$ cat src/rtl/ks10_bus_arbiter_pkg.sv
// ks10_bus_pkg: bus FSM state enum, default KS10 bus widths and the device-index width helper
package ks10_bus_pkg;
  typedef enum logic [2:0] {IDLE, REQ, WAIT, DONE, NXM} busstate_t;
  localparam int NDEV_DEF = 4;
  localparam int AWIDTH_DEF = 36;
  localparam int DWIDTH_DEF = 36;
  localparam int NINTR_DEF = 7;
  localparam int TIMEOUT_DEF = 127;
  function automatic int idx_w(input int n);
    return n > 1 ? $clog2(n) : 1;
  endfunction
endpackage

$ cat src/rtl/ks10_bus_arbiter_if.sv
// ks10_bus_arbiter_if: KS10 backplane bundle; *O = device-driven, *I/GNT/ERR/NXM = arbiter-driven; master = arbiter, slave = device
interface ks10_bus_arbiter_if
  import ks10_bus_pkg::*;
#(
  parameter int NDEV = NDEV_DEF,
  parameter int AWIDTH = AWIDTH_DEF,
  parameter int DWIDTH = DWIDTH_DEF,
  parameter int NINTR = NINTR_DEF
);
  logic [NDEV-1:0] busREQO, busACKO;
  logic [NDEV-1:0][AWIDTH-1:0] busADDRO;
  logic [NDEV-1:0][DWIDTH-1:0] busDATAO;
  logic [NDEV-1:0][NINTR-1:0] busINTRO;
  logic busREQI;
  logic [AWIDTH-1:0] busADDRI;
  logic [DWIDTH-1:0] busDATAI;
  logic [NDEV-1:0] busACKI, busNXM;
  logic [NINTR-1:0] busINTRI;
  logic [idx_w(NDEV)-1:0] busGNT;
  logic busERR;
  modport master (
    input busREQO, busACKO, busADDRO, busDATAO, busINTRO,
    output busREQI, busADDRI, busDATAI, busACKI, busNXM, busINTRI, busGNT, busERR
  );
  modport slave (
    output busREQO, busACKO, busADDRO, busDATAO, busINTRO,
    input busREQI, busADDRI, busDATAI, busACKI, busNXM, busINTRI, busGNT, busERR
  );
endinterface

$ cat src/rtl/ks10_bus_arbiter_rr_arb.sv
// ks10_rr_arb: combinational round-robin pick; req_i/ptr_i in, vld_o/idx_o = first requester at or after ptr_i+1
module ks10_rr_arb
  import ks10_bus_pkg::*;
#(
  parameter int NDEV = NDEV_DEF,
  parameter int GW = idx_w(NDEV)
) (
  input  logic [NDEV-1:0] req_i,
  input  logic [GW-1:0]   ptr_i,
  output logic            vld_o,
  output logic [GW-1:0]   idx_o
);
  logic [GW-1:0] j;
  always_comb begin
    idx_o = '0;
    j = '0;
    for (int i = NDEV; i >= 1; i--) begin
      j = GW'((int'(ptr_i) + i) % NDEV);
      if (req_i[j]) idx_o = j;
    end
  end
  assign vld_o = |req_i;
endmodule

$ cat src/rtl/ks10_bus_arbiter.sv
// ks10_bus_arbiter: round-robin KS10 bus arbiter/crossbar with NXM timeout; ports clk, rst_n (sync active-low), bus (master modport)
module ks10_bus_arbiter
  import ks10_bus_pkg::*;
#(
  parameter int NDEV = NDEV_DEF,
  parameter int AWIDTH = AWIDTH_DEF,
  parameter int DWIDTH = DWIDTH_DEF,
  parameter int NINTR = NINTR_DEF,
  parameter int TIMEOUT = TIMEOUT_DEF
) (
  input logic clk,
  input logic rst_n,
  ks10_bus_arbiter_if.master bus
);
  localparam int GW = idx_w(NDEV);
  busstate_t state_q, state_d;
  logic [GW-1:0] ptr_q, ptr_d, gnt_q, gnt_d, idx;
  logic [AWIDTH-1:0] addr_q, addr_d;
  logic [DWIDTH-1:0] dat_q, dat_d, ack_dat;
  logic [9:0] cnt_q, cnt_d;
  logic [NDEV-1:0] acki_q, acki_d, nxm_q, nxm_d, req_m, ack_m;
  logic [NINTR-1:0] intr_q, intr_d;
  logic reqi_q, reqi_d, err_q, err_d, vld;
  // a requester being answered this cycle is stale and must not be re-granted
  assign req_m = bus.busREQO & ~(acki_q | nxm_q);
  assign ack_m = bus.busACKO & ~(NDEV'(1) << gnt_q);
  ks10_rr_arb #(.NDEV(NDEV), .GW(GW)) u_arb (.req_i(req_m), .ptr_i(ptr_q), .vld_o(vld), .idx_o(idx));
  always_comb begin
    ack_dat = '0;
    intr_d = '0;
    for (int i = 0; i < NDEV; i++) begin
      ack_dat |= ack_m[i] ? bus.busDATAO[i] : '0;
      intr_d |= bus.busINTRO[i];
    end
  end
  // outputs are decoded from the next state so every bus output is a flop
  always_comb begin
    state_d = state_q;
    ptr_d = ptr_q;
    gnt_d = gnt_q;
    addr_d = addr_q;
    cnt_d = cnt_q;
    err_d = err_q;
    dat_d = '0;
    case (state_q)
      IDLE: if (vld) begin
        gnt_d = idx;
        addr_d = bus.busADDRO[idx];
        dat_d = bus.busDATAO[idx];
        state_d = REQ;
      end
      REQ: begin
        cnt_d = '0;
        state_d = WAIT;
      end
      WAIT: if (ack_m != '0) begin
        dat_d = ack_dat;
        err_d = err_q || ((ack_m & (ack_m - NDEV'(1))) != '0);
        state_d = DONE;
      end else if (cnt_q == 10'(TIMEOUT - 1)) state_d = NXM;
      else cnt_d = cnt_q + 10'd1;
      DONE, NXM: begin
        ptr_d = gnt_q;
        state_d = IDLE;
      end
      default: state_d = IDLE;
    endcase
    reqi_d = state_d == REQ;
    acki_d = state_d == DONE ? NDEV'(1) << gnt_d : '0;
    nxm_d = state_d == NXM ? NDEV'(1) << gnt_d : '0;
  end
  always_ff @(posedge clk) begin
    if (!rst_n) begin
      state_q <= IDLE;
      ptr_q <= '0;
      gnt_q <= '0;
      addr_q <= '0;
      dat_q <= '0;
      cnt_q <= '0;
      acki_q <= '0;
      nxm_q <= '0;
      intr_q <= '0;
      reqi_q <= 1'b0;
      err_q <= 1'b0;
    end else begin
      state_q <= state_d;
      ptr_q <= ptr_d;
      gnt_q <= gnt_d;
      addr_q <= addr_d;
      dat_q <= dat_d;
      cnt_q <= cnt_d;
      acki_q <= acki_d;
      nxm_q <= nxm_d;
      intr_q <= intr_d;
      reqi_q <= reqi_d;
      err_q <= err_d;
    end
  end
  assign bus.busREQI = reqi_q;
  assign bus.busADDRI = addr_q;
  assign bus.busDATAI = dat_q;
  assign bus.busACKI = acki_q;
  assign bus.busNXM = nxm_q;
  assign bus.busINTRI = intr_q;
  assign bus.busGNT = gnt_q;
  assign bus.busERR = err_q;
endmodule

$ cat src/flat_wrapper.sv
// flat-port wrapper written by rule: the top's interface ports become plain ports
module ks10_bus_arbiter_flat import ks10_bus_pkg::*;
#(
  parameter int NDEV = NDEV_DEF,
  parameter int AWIDTH = AWIDTH_DEF,
  parameter int DWIDTH = DWIDTH_DEF,
  parameter int NINTR = NINTR_DEF,
  parameter int TIMEOUT = TIMEOUT_DEF
)
  (clk, rst_n, bus_busREQO, bus_busACKO, bus_busADDRO, bus_busDATAO, bus_busINTRO, bus_busREQI, bus_busADDRI, bus_busDATAI, bus_busACKI, bus_busNXM, bus_busINTRI, bus_busGNT, bus_busERR);
  ks10_bus_arbiter_if #(.NDEV(NDEV), .AWIDTH(AWIDTH), .DWIDTH(DWIDTH), .NINTR(NINTR)) bus_i ();
  input logic clk;
  input logic rst_n;
  input wire logic [$bits(bus_i.busREQO)-1:0] bus_busREQO;
  input wire logic [$bits(bus_i.busACKO)-1:0] bus_busACKO;
  input wire logic [$bits(bus_i.busADDRO)-1:0] bus_busADDRO;
  input wire logic [$bits(bus_i.busDATAO)-1:0] bus_busDATAO;
  input wire logic [$bits(bus_i.busINTRO)-1:0] bus_busINTRO;
  output wire logic [$bits(bus_i.busREQI)-1:0] bus_busREQI;
  output wire logic [$bits(bus_i.busADDRI)-1:0] bus_busADDRI;
  output wire logic [$bits(bus_i.busDATAI)-1:0] bus_busDATAI;
  output wire logic [$bits(bus_i.busACKI)-1:0] bus_busACKI;
  output wire logic [$bits(bus_i.busNXM)-1:0] bus_busNXM;
  output wire logic [$bits(bus_i.busINTRI)-1:0] bus_busINTRI;
  output wire logic [$bits(bus_i.busGNT)-1:0] bus_busGNT;
  output wire logic [$bits(bus_i.busERR)-1:0] bus_busERR;
  assign bus_i.busREQO = bus_busREQO;
  assign bus_i.busACKO = bus_busACKO;
  assign bus_i.busADDRO = bus_busADDRO;
  assign bus_i.busDATAO = bus_busDATAO;
  assign bus_i.busINTRO = bus_busINTRO;
  assign bus_busREQI = bus_i.busREQI;
  assign bus_busADDRI = bus_i.busADDRI;
  assign bus_busDATAI = bus_i.busDATAI;
  assign bus_busACKI = bus_i.busACKI;
  assign bus_busNXM = bus_i.busNXM;
  assign bus_busINTRI = bus_i.busINTRI;
  assign bus_busGNT = bus_i.busGNT;
  assign bus_busERR = bus_i.busERR;
  ks10_bus_arbiter #(.NDEV(NDEV), .AWIDTH(AWIDTH), .DWIDTH(DWIDTH), .NINTR(NINTR), .TIMEOUT(TIMEOUT)) u_core (.clk(clk), .rst_n(rst_n), .bus(bus_i));
endmodule
$ cat config.mk
export PLATFORM = sky130hd
export DESIGN_NAME = ks10_bus_arbiter_flat
export DESIGN_NICKNAME = d
export VERILOG_FILES = /design/src/rtl/ks10_bus_arbiter_pkg.sv /design/src/rtl/ks10_bus_arbiter_if.sv /design/src/rtl/ks10_bus_arbiter_rr_arb.sv /design/src/rtl/ks10_bus_arbiter.sv /design/src/flat_wrapper.sv
export SDC_FILE = /design/constraint.sdc
export NUM_CORES = 1
export LEC_CHECK = 0
export ABC_AREA = 1
export ABC_CLOCK_PERIOD_IN_PS = 2000
export CAP_MARGIN = 20
export CORE_MARGIN = 8
export CORE_UTILIZATION = 35
export DETAILED_ROUTE_END_ITERATION = 10
export MAX_ROUTING_LAYER = met4
export PLACE_DENSITY = 0.7
export SYNTH_ARGS = -nofsm -noshare
export SYNTH_HDL_FRONTEND = slang
export SYNTH_SLANG_ARGS = --single-unit
$ cat constraint.sdc
create_clock -name clk -period 2 [get_ports clk]
set_input_delay 0.4 -clock clk [delete_from_list [all_inputs] [get_ports clk]]
set_output_delay 0.4 -clock clk [all_outputs]
set_load 0.02 [all_outputs]
==> out/results.ini, run 1 <==
[clocking]
htreeDepth=3
tritoncts=built
ctsLongestPathBuffers=2
clock_sinks=106
cts_root_buf=clkbuf_16
path_clk_slew_ns=0.07
cts_buffers=9
clkLatencyLatePin_ns=0.36
cts_hold_buf=0

[sta]
setup_viol=58
period_needed_ns=2.086
slew_headroom=0.5804
fin_skew_ns=0.008619
worst_pin_slew_ns=0.6237
max_freq_mhz=479.5
rsz0062_at_grt=yes
hold_violations=0
fin_crit_sh=1.043
finalMaxSlewViolations=0
fin_ws_ns=-0.08567
finalSetupTns_ns=-2.281

[outcome]
violations=setup timing
status=finished, violations left

[power_and_ir_drop]
pwr-share-clk=0.088
p_seq_frac=0.140
p_sw_frac=0.4811
power_leakage_nw=7.220
p_sw_mw=10.41
p_int_mw=11.22
ir_worst_vdd_mv=0.8042
cellPowerDensity_nw_per_um2=1539
combPwrFrac=0.772

[die]
fp.dieW_um=167.7
design.core.area_um2=22640
die_area_um2=28110
ios=417
initial_core_util=0.3556
die_h_um=167.7
rows=55

[global_route]
antenna_found_initial=0
grt_pass1_vias=10270
grt-ovfl-total=0
grt_max_degree=53
track_usage=0.2442
grt_pass1_wl_um=53760

[placed_design]
postPlaceCellArea_um2=12780
port_buffers=416
place_congestion=0.9032
dp_hpwl_um=27190

[synth]
yosysWarnings=0
synth_area_leaders=dfxtp_1, nand2_1, inv_1
yosysTopAreaCellShare=0.2636
syn_avg_cell_area_um2=5.534
syn-num-nets=1783
synth_cells=1455
ys_seq_elements=106
yosysSeqAreaShare=0.2636
yosysTopAreaCell=dfxtp_1
netlist_area_um2=8051
synth.distinct_cells=32

[critical_path]
crit_path_start_kind=flop
path_cells=buf_6 -> nand3_2 -> nand2_2 -> nand2_2 -> nand2_2 -> nand2_4 -> nand2_4 -> nand2_4 -> nand2_8 -> buf_12 -> clkinv_16 -> clkbuf_16 -> nand2_1 -> nand3_1 -> nand3_1 -> nand2_1 -> inv_1
crit_required_ns=2.30
cp_slowest_cell=dfxtp_4
arrival_ns=2.39
cpPeakStageDelay_ns=0.41
endpoint_kind=flop
cp_max_fo=21
critPathKind=flop to flop

[routing]
route.detailed.drc=0
wl_per_cell_um=17.53
antenna_left=0
wl_um=38020
drt-vias-per-instance=4.961
drt_iter0_markers=1015
firstDrtPassIters=8
vias=10760

[min_path]
hold_class=input port to flop

[cells_and_area]
layout.nets=2207
drive_above_1_share=0.1062
final_common_cell=clkdlybuf4s50_1
antenna_cells=0
layout_common_cells=clkdlybuf4s50_1, nand2_1, inv_1
synthToLayoutAreaGrowth_pct=74.61
stdcell_area_um2=14060

[flow_run]
cap_viol_max_count=0

## power groups by stage
stage | sequential, mW | clock, mW | combinational (mW)
6_report | 3.03 | 1.91 | 16.7
3_5_place_dp | 3.04 | 0 | 12.9
3_3_place_gp | 3.03 | 0 | 12.8
5_1_grt | 3.09 | 2.05 | 18.0
2_1_floorplan | 3.58 | 0 | 7.70
4_1_cts | 3.01 | 1.97 | 13.0
## cell families after synthesis
family                     Yosys count  synth area share
and+or+nand+nor                    734            0.3876
buffers and inverters              454            0.2291
AOI/OAI and AO/OA                  157            0.1145
DFF                                106            0.2636
xor gates and xnor gates             2          0.002176
adders and majority gates            2          0.003108
## registers in the layout (all words and copies together) (netlist names)
signal / cells
u_core.state_q: 3
u_core.bus.busGNT: 2
u_core.bus.busDATAI: 36
u_core.bus.busNXM: 4
u_core.bus.busADDRI: 36
u_core.bus.busERR: 1
u_core.bus.busACKI: 4
u_core.cnt_q: 10
u_core.ptr_q: 2
u_core.bus.busREQI: 1
u_core.bus.busINTRI: 7
## cells in the mapped netlist (all sizes together)
cell type and n:
nand2 413, inv 369, nand3 227, dfxtp 106
o22ai 72, nor2 68, buf 51, o21ai 47
clkbuf 34, a21oi 22, o211ai 13, nor3 10
nor4 9, nor3b 3, ha 2, nand4 2
xor2 2, a211oi 1, a22o 1, and3 1
o221ai 1, or2 1
## final timing paths
path | start | to | slack [ns] | cells past startpoint
max reg2reg | u_core.ptr_q[0]$_SDFFE_PN0P_ | u_core.bus.busADDRI[1]$_SDFFE_PN0P_ | -0.09 | 17
max | u_core.ptr_q[0]$_SDFFE_PN0P_ | u_core.bus.busADDRI[1]$_SDFFE_PN0P_ | -0.09 | 17
min | rst_n | u_core.state_q[1]$_SDFF_PN0_ | 0.39 | 3
min reg2reg | u_core.bus.busERR$_SDFFE_PN0P_ | u_core.bus.busERR$_SDFFE_PN0P_ | 0.45 | 2
## layout make-up
cell class	count	area, µm²
Clock buffer	10	239.0
Clock inverter	6	71.32
Fill cell	2124	8582
Inverter	369	1414
Multi-Input combinational cell	895	4479
Sequential cell	106	2136
Tap cell	285	356.6
Timing Repair Buffer	497	5346
Timing Repair inverter	1	16.27
## worst max-delay path: cells and delay by family, from the launching register on
family                 cells  cell delay (ns)
buffers and inverters      5             0.62
DFF                        1             0.41
and+or+nand+nor           12             1.01
## per-layer routing
metal | GRT usage | routed length [µm] | part of all wire
met1 | 0.2691 | 14930 | 0.39
met4 | 0.09278 | 1252 | 0.033
met2 | 0.4121 | 18290 | 0.48
met3 | 0.07171 | 3547 | 0.093
met5 | - | 0 | 0
## stage by stage
| stage | total power [mW] | utilization | worst slack, ns | std cells | hold slack, ns |
|---|---|---|---|---|---|
| after floorplan | 11.28 | - | 0.1345 | 1455 | 0.4702 |
| after global placement | 15.80 | 0.5644 | -0.3555 | 2130 | 0.4405 |
| after detailed placement | 15.96 | 0.5644 | -0.3704 | 2130 | 0.4515 |
| after CTS | 17.95 | 0.5787 | 0.005239 | 2146 | 0.3867 |
| after global routing | 23.17 | 0.6209 | -0.1958 | 2169 | 0.4012 |
| final | 21.63 | 0.6209 | -0.08567 | 2169 | 0.3934 |
## repair_timing
action | 4_1_cts | 5_1_grt
gates resized for setup | 8 | 122
hold endpoints to repair | 0 | 0
setup buffers | 0 | 4
endpoints found under the setup margin | 65 | 86
cloned | 0 | 19
pin swaps | 0 | 31
(Power assumes the default switching activity.)
==> run 2: changes to the inputs <==
Settings changed: ABC_AREA 1 to unset, PLACE_DENSITY 0.7 to 0.72.
==> run 2 against run 1 <==
Net effect:
- the flow still finishes with violations (setup timing)
- highest routed layer unchanged
- setup slack got worse by 0.23 ns
- worst hold slack improved by 0.073 ns
- wire length increased by 2.5%
- via count down 5.5%
- first-iteration DRC count decreased by 19%
- clock skew barely moved
- fmax is 9.9% lower
- combinational power fell by 73%
- sequential cell count unchanged
- die area decreased by 7.6%
- final area up 1.7%
==> out/results.ini, run 2 <==
[synth]
syn-num-nets=1340  ; -25%
synth_cells=1012  ; -30%
yosysTopAreaCell=dfxtp_1
ys.flop_type=dfxtp_1
ys_seq_elements=106  ; unchanged
yosysTopAreaCellShare=0.2875  ; +0.02395
yosysSeqAreaShare=0.2875  ; +0.02395
yosysMostFrequentCell=nand2_1
netlist_area_um2=7381  ; -8.3%
synth.distinct_cells=59  ; +84%
yosysWarnings=0  ; unchanged
syn_avg_cell_area_um2=7.293  ; +32%
synth_area_leaders=dfxtp_1, nand2_1, mux2i_1
async_reset_ff_frac=0  ; unchanged
synth_enable_flop_cells=0  ; unchanged
ys_top_cells_by_count=nand2_1, a21oi_1, dfxtp_1

[placed_design]
place_congestion=0.9399  ; +4.1%
port_buffers=416  ; unchanged
dp_hpwl_um=26890  ; -1.1%

[clocking]
clock_sinks=106  ; unchanged
cts_root_buf=clkbuf_16
ctsLongestPathBuffers=2  ; unchanged
tritoncts=built
htreeDepth=3  ; unchanged
clkLatencyLatePin_ns=0.35  ; about the same
cts_buffers=9  ; unchanged
path_clk_slew_ns=0.08  ; about the same

[die]
initial_core_util=0.3533  ; -0.002284
die_area_um2=25990  ; -7.6%
fp.dieW_um=161.2  ; -3.8%
design.core.area_um2=20890  ; -7.7%
die_h_um=161.2  ; -3.8%
ios=417  ; unchanged
rows=53  ; -3.6%

[sta]
fin_skew_ns=0.008558  ; -0.00006157 ns
slew_headroom=0.5840  ; +0.003626
max_freq_mhz=432.2  ; -9.9%
period_needed_ns=2.314  ; +0.2280 ns
worst_pin_slew_ns=0.6240  ; +0.0003115 ns
fin_ws_ns=-0.3136  ; -0.2280 ns
setup_viol=87  ; +50%
hold_ws_ns=0.4661  ; +0.07271 ns
fin_crit_sh=1.157  ; +0.1140
hold_violations=0  ; unchanged
rsz0062_at_grt=yes
finalMaxSlewViolations=0  ; unchanged
finalSetupTns_ns=-19.07  ; -16.79 ns

[flow_run]
cap_viol_max_count=0  ; unchanged

[critical_path]
crit_required_ns=2.25  ; -0.05 ns
r2r_start=u_core.bus.busACKI[3]$_SDFF_PN0_
crit_path_start_kind=flop
arrival_ns=2.56  ; +0.17 ns
cp_max_fo=8  ; -62%
endpoint_kind=flop
path_buf_inv=3  ; -2
timing.critical_path.from=u_core.bus.busACKI[3]$_SDFF_PN0_
cp.depth=9  ; -8
critPathTopFamily=compound AO/OA/AOI/OAI gates
critPathKind=flop to flop
cpPeakStageDelay_ns=0.42  ; about the same
path_cells=or3b_4 -> mux2_4 -> buf_6 -> o221a_4 -> buf_12 -> buf_16 -> nand2_2 -> a21oi_1 -> a211o_1
ff2ff_path_depth=9  ; -8
cp_slowest_cell=or3b_4

[routing]
drt_iter0_markers=825  ; -19%
firstDrtPassIters=7  ; -1
route.detailed.drc=0  ; unchanged
wl_um=38980  ; +2.5%
antenna_left=0  ; unchanged
drt-vias-per-instance=5.765  ; +16%
vias=10160  ; -5.5%
wl_per_cell_um=22.11  ; +26%

[global_route]
grt.met2_usage=0.4702  ; +0.05811
grt-ovfl-total=0  ; unchanged
track_usage=0.2744  ; +0.03022
grt_util_met1=0.3029  ; +0.03382
grt_max_degree=55  ; +3.8%
grt_pass1_vias=10050  ; -2.2%
grt.busiest_layer=met2
grt_pass1_wl_um=55640  ; +3.5%
use_met3=0.06287  ; -0.008848
antenna_found_initial=2  ; +2

[power_and_ir_drop]
ir_worst_vdd_mv=0.3518  ; -56%
p_seq_frac=0.281  ; +0.141
power_leakage_nw=6.008  ; -17%
p_sw_frac=0.3591  ; -0.1221
cellPowerDensity_nw_per_um2=630.4  ; -59%
p_sw_mw=3.238  ; -69%
p_int_mw=5.780  ; -49%
pwr-share-clk=0.218  ; +0.130
combPwrFrac=0.501  ; -0.271

[cells_and_area]
layout_common_cells=clkdlybuf4s50_1, nand2_1, dfxtp_1
final_common_cell=clkdlybuf4s50_1
drive_above_1_share=0.2106  ; +0.1045
synthToLayoutAreaGrowth_pct=93.80
layout.nets=1809  ; -18%
nFillCells=1650  ; -22%
utilization=0.6848  ; +0.06381

[outcome]
violations=setup timing
status=finished, violations left

[min_path]
hold_class=flop to flop
hp-start=u_core.bus.busADDRI[10]$_SDFFE_PN0P_
min_path_cells=1  ; -2

## run 2: cell types whose count changed after synthesis, moves of 37 or more
cell | before | now
a22oi_1 | 0 | 81
inv_1 | 362 | 6
nand3_1 | 226 | 8
mux2i_1 | 0 | 67
o22ai_1 | 72 | 28
a21oi_1 | 22 | 119
clkbuf_1 | 34 | 71
nand2_1 | 410 | 220
## run 2: layer usage
metal	vias to the layer above	part of all wire
met3	99	0.081
met2	549	0.50
met4	0	0.042
li1	4719	-
met5	-	0
met1	4797	0.38
## run 2: worst paths after layout
kind / to / slack, ns
hold / removal: u_core.bus.busADDRI[10]$_SDFFE_PN0P_ / 0.47
hold reg to reg: u_core.bus.busADDRI[10]$_SDFFE_PN0P_ / 0.47
setup / recovery: u_core.bus.busADDRI[22]$_SDFFE_PN0P_ / -0.31
setup reg to reg: u_core.bus.busADDRI[22]$_SDFFE_PN0P_ / -0.31
## run 2: cell families (layout without fill, tap and decap cells)
kind of cell	count (synthesis)	after routing	synth area share
buffers and inverters	98	571	0.05458
multiplexers	77	77	0.1061
other	0	2	0
flip-flops	106	106	0.2875
XOR/XNOR	4	4	0.004746
AO/OA/AOI/OAI	379	380	0.3416
AND/OR/NAND/NOR	345	345	0.2007
adder cells (fa/ha/maj)	3	3	0.004746
## run 2: final cells by class
class	count	area, µm²	share of cell area
multi-input combinational	809	5608	0.3921
antenna	2	5.005	0.0003499
sequential	106	2136	0.1493
timing repair buffer	547	5867	0.4102
clock inverter	6	72.57	0.005073
clock buffer	10	239.0	0.01671
inverter	8	32.53	0.002274
tap	275	344.1	0.02406
## run 2: power by group through the flow
stage               Combinational (mW)  Clock, mW  Sequential (mW)
finish                            4.52       1.96             2.54
global route                      4.75       2.08             2.56
CTS                               4.11       2.00             2.53
detailed placement                3.76          0             2.57
global placement                  3.72          0             2.57
floorplan                         1.53          0             2.88
## run 2: repair_timing
action	in CTS	in global routing
buffers inserted	21	15
gates cloned	12	11
gates resized for setup	59	175
setup endpoints to repair	86	91
pin swaps	14	79
hold buffers	0	0
## run 2: worst register-to-register path, delay by kind of cell (launching register included)
kind / cells / cell delay, ns
compound gates: 3 / 0.61
buf+inv: 3 / 0.45
flops: 1 / 0.33
mux: 1 / 0.31
simple gates: 2 / 0.50
## run 2: metrics by stage
| stage | total power, mW | setup WS [ns] | area [µm²] | cells |
|---|---|---|---|---|
| 6_report | 9.018 | -0.3136 | 14300 | 1763 |
| 5_1_grt | 9.402 | -0.3728 | 14300 | 1763 |
| 4_1_cts | 8.646 | -0.3058 | 13440 | 1743 |
| 3_5_place_dp | 6.338 | -0.8038 | 12440 | 1694 |
| 3_3_place_gp | 6.289 | -0.7454 | 12440 | 1694 |
| 2_1_floorplan | 4.410 | -0.1932 | 7616 | 1012 |
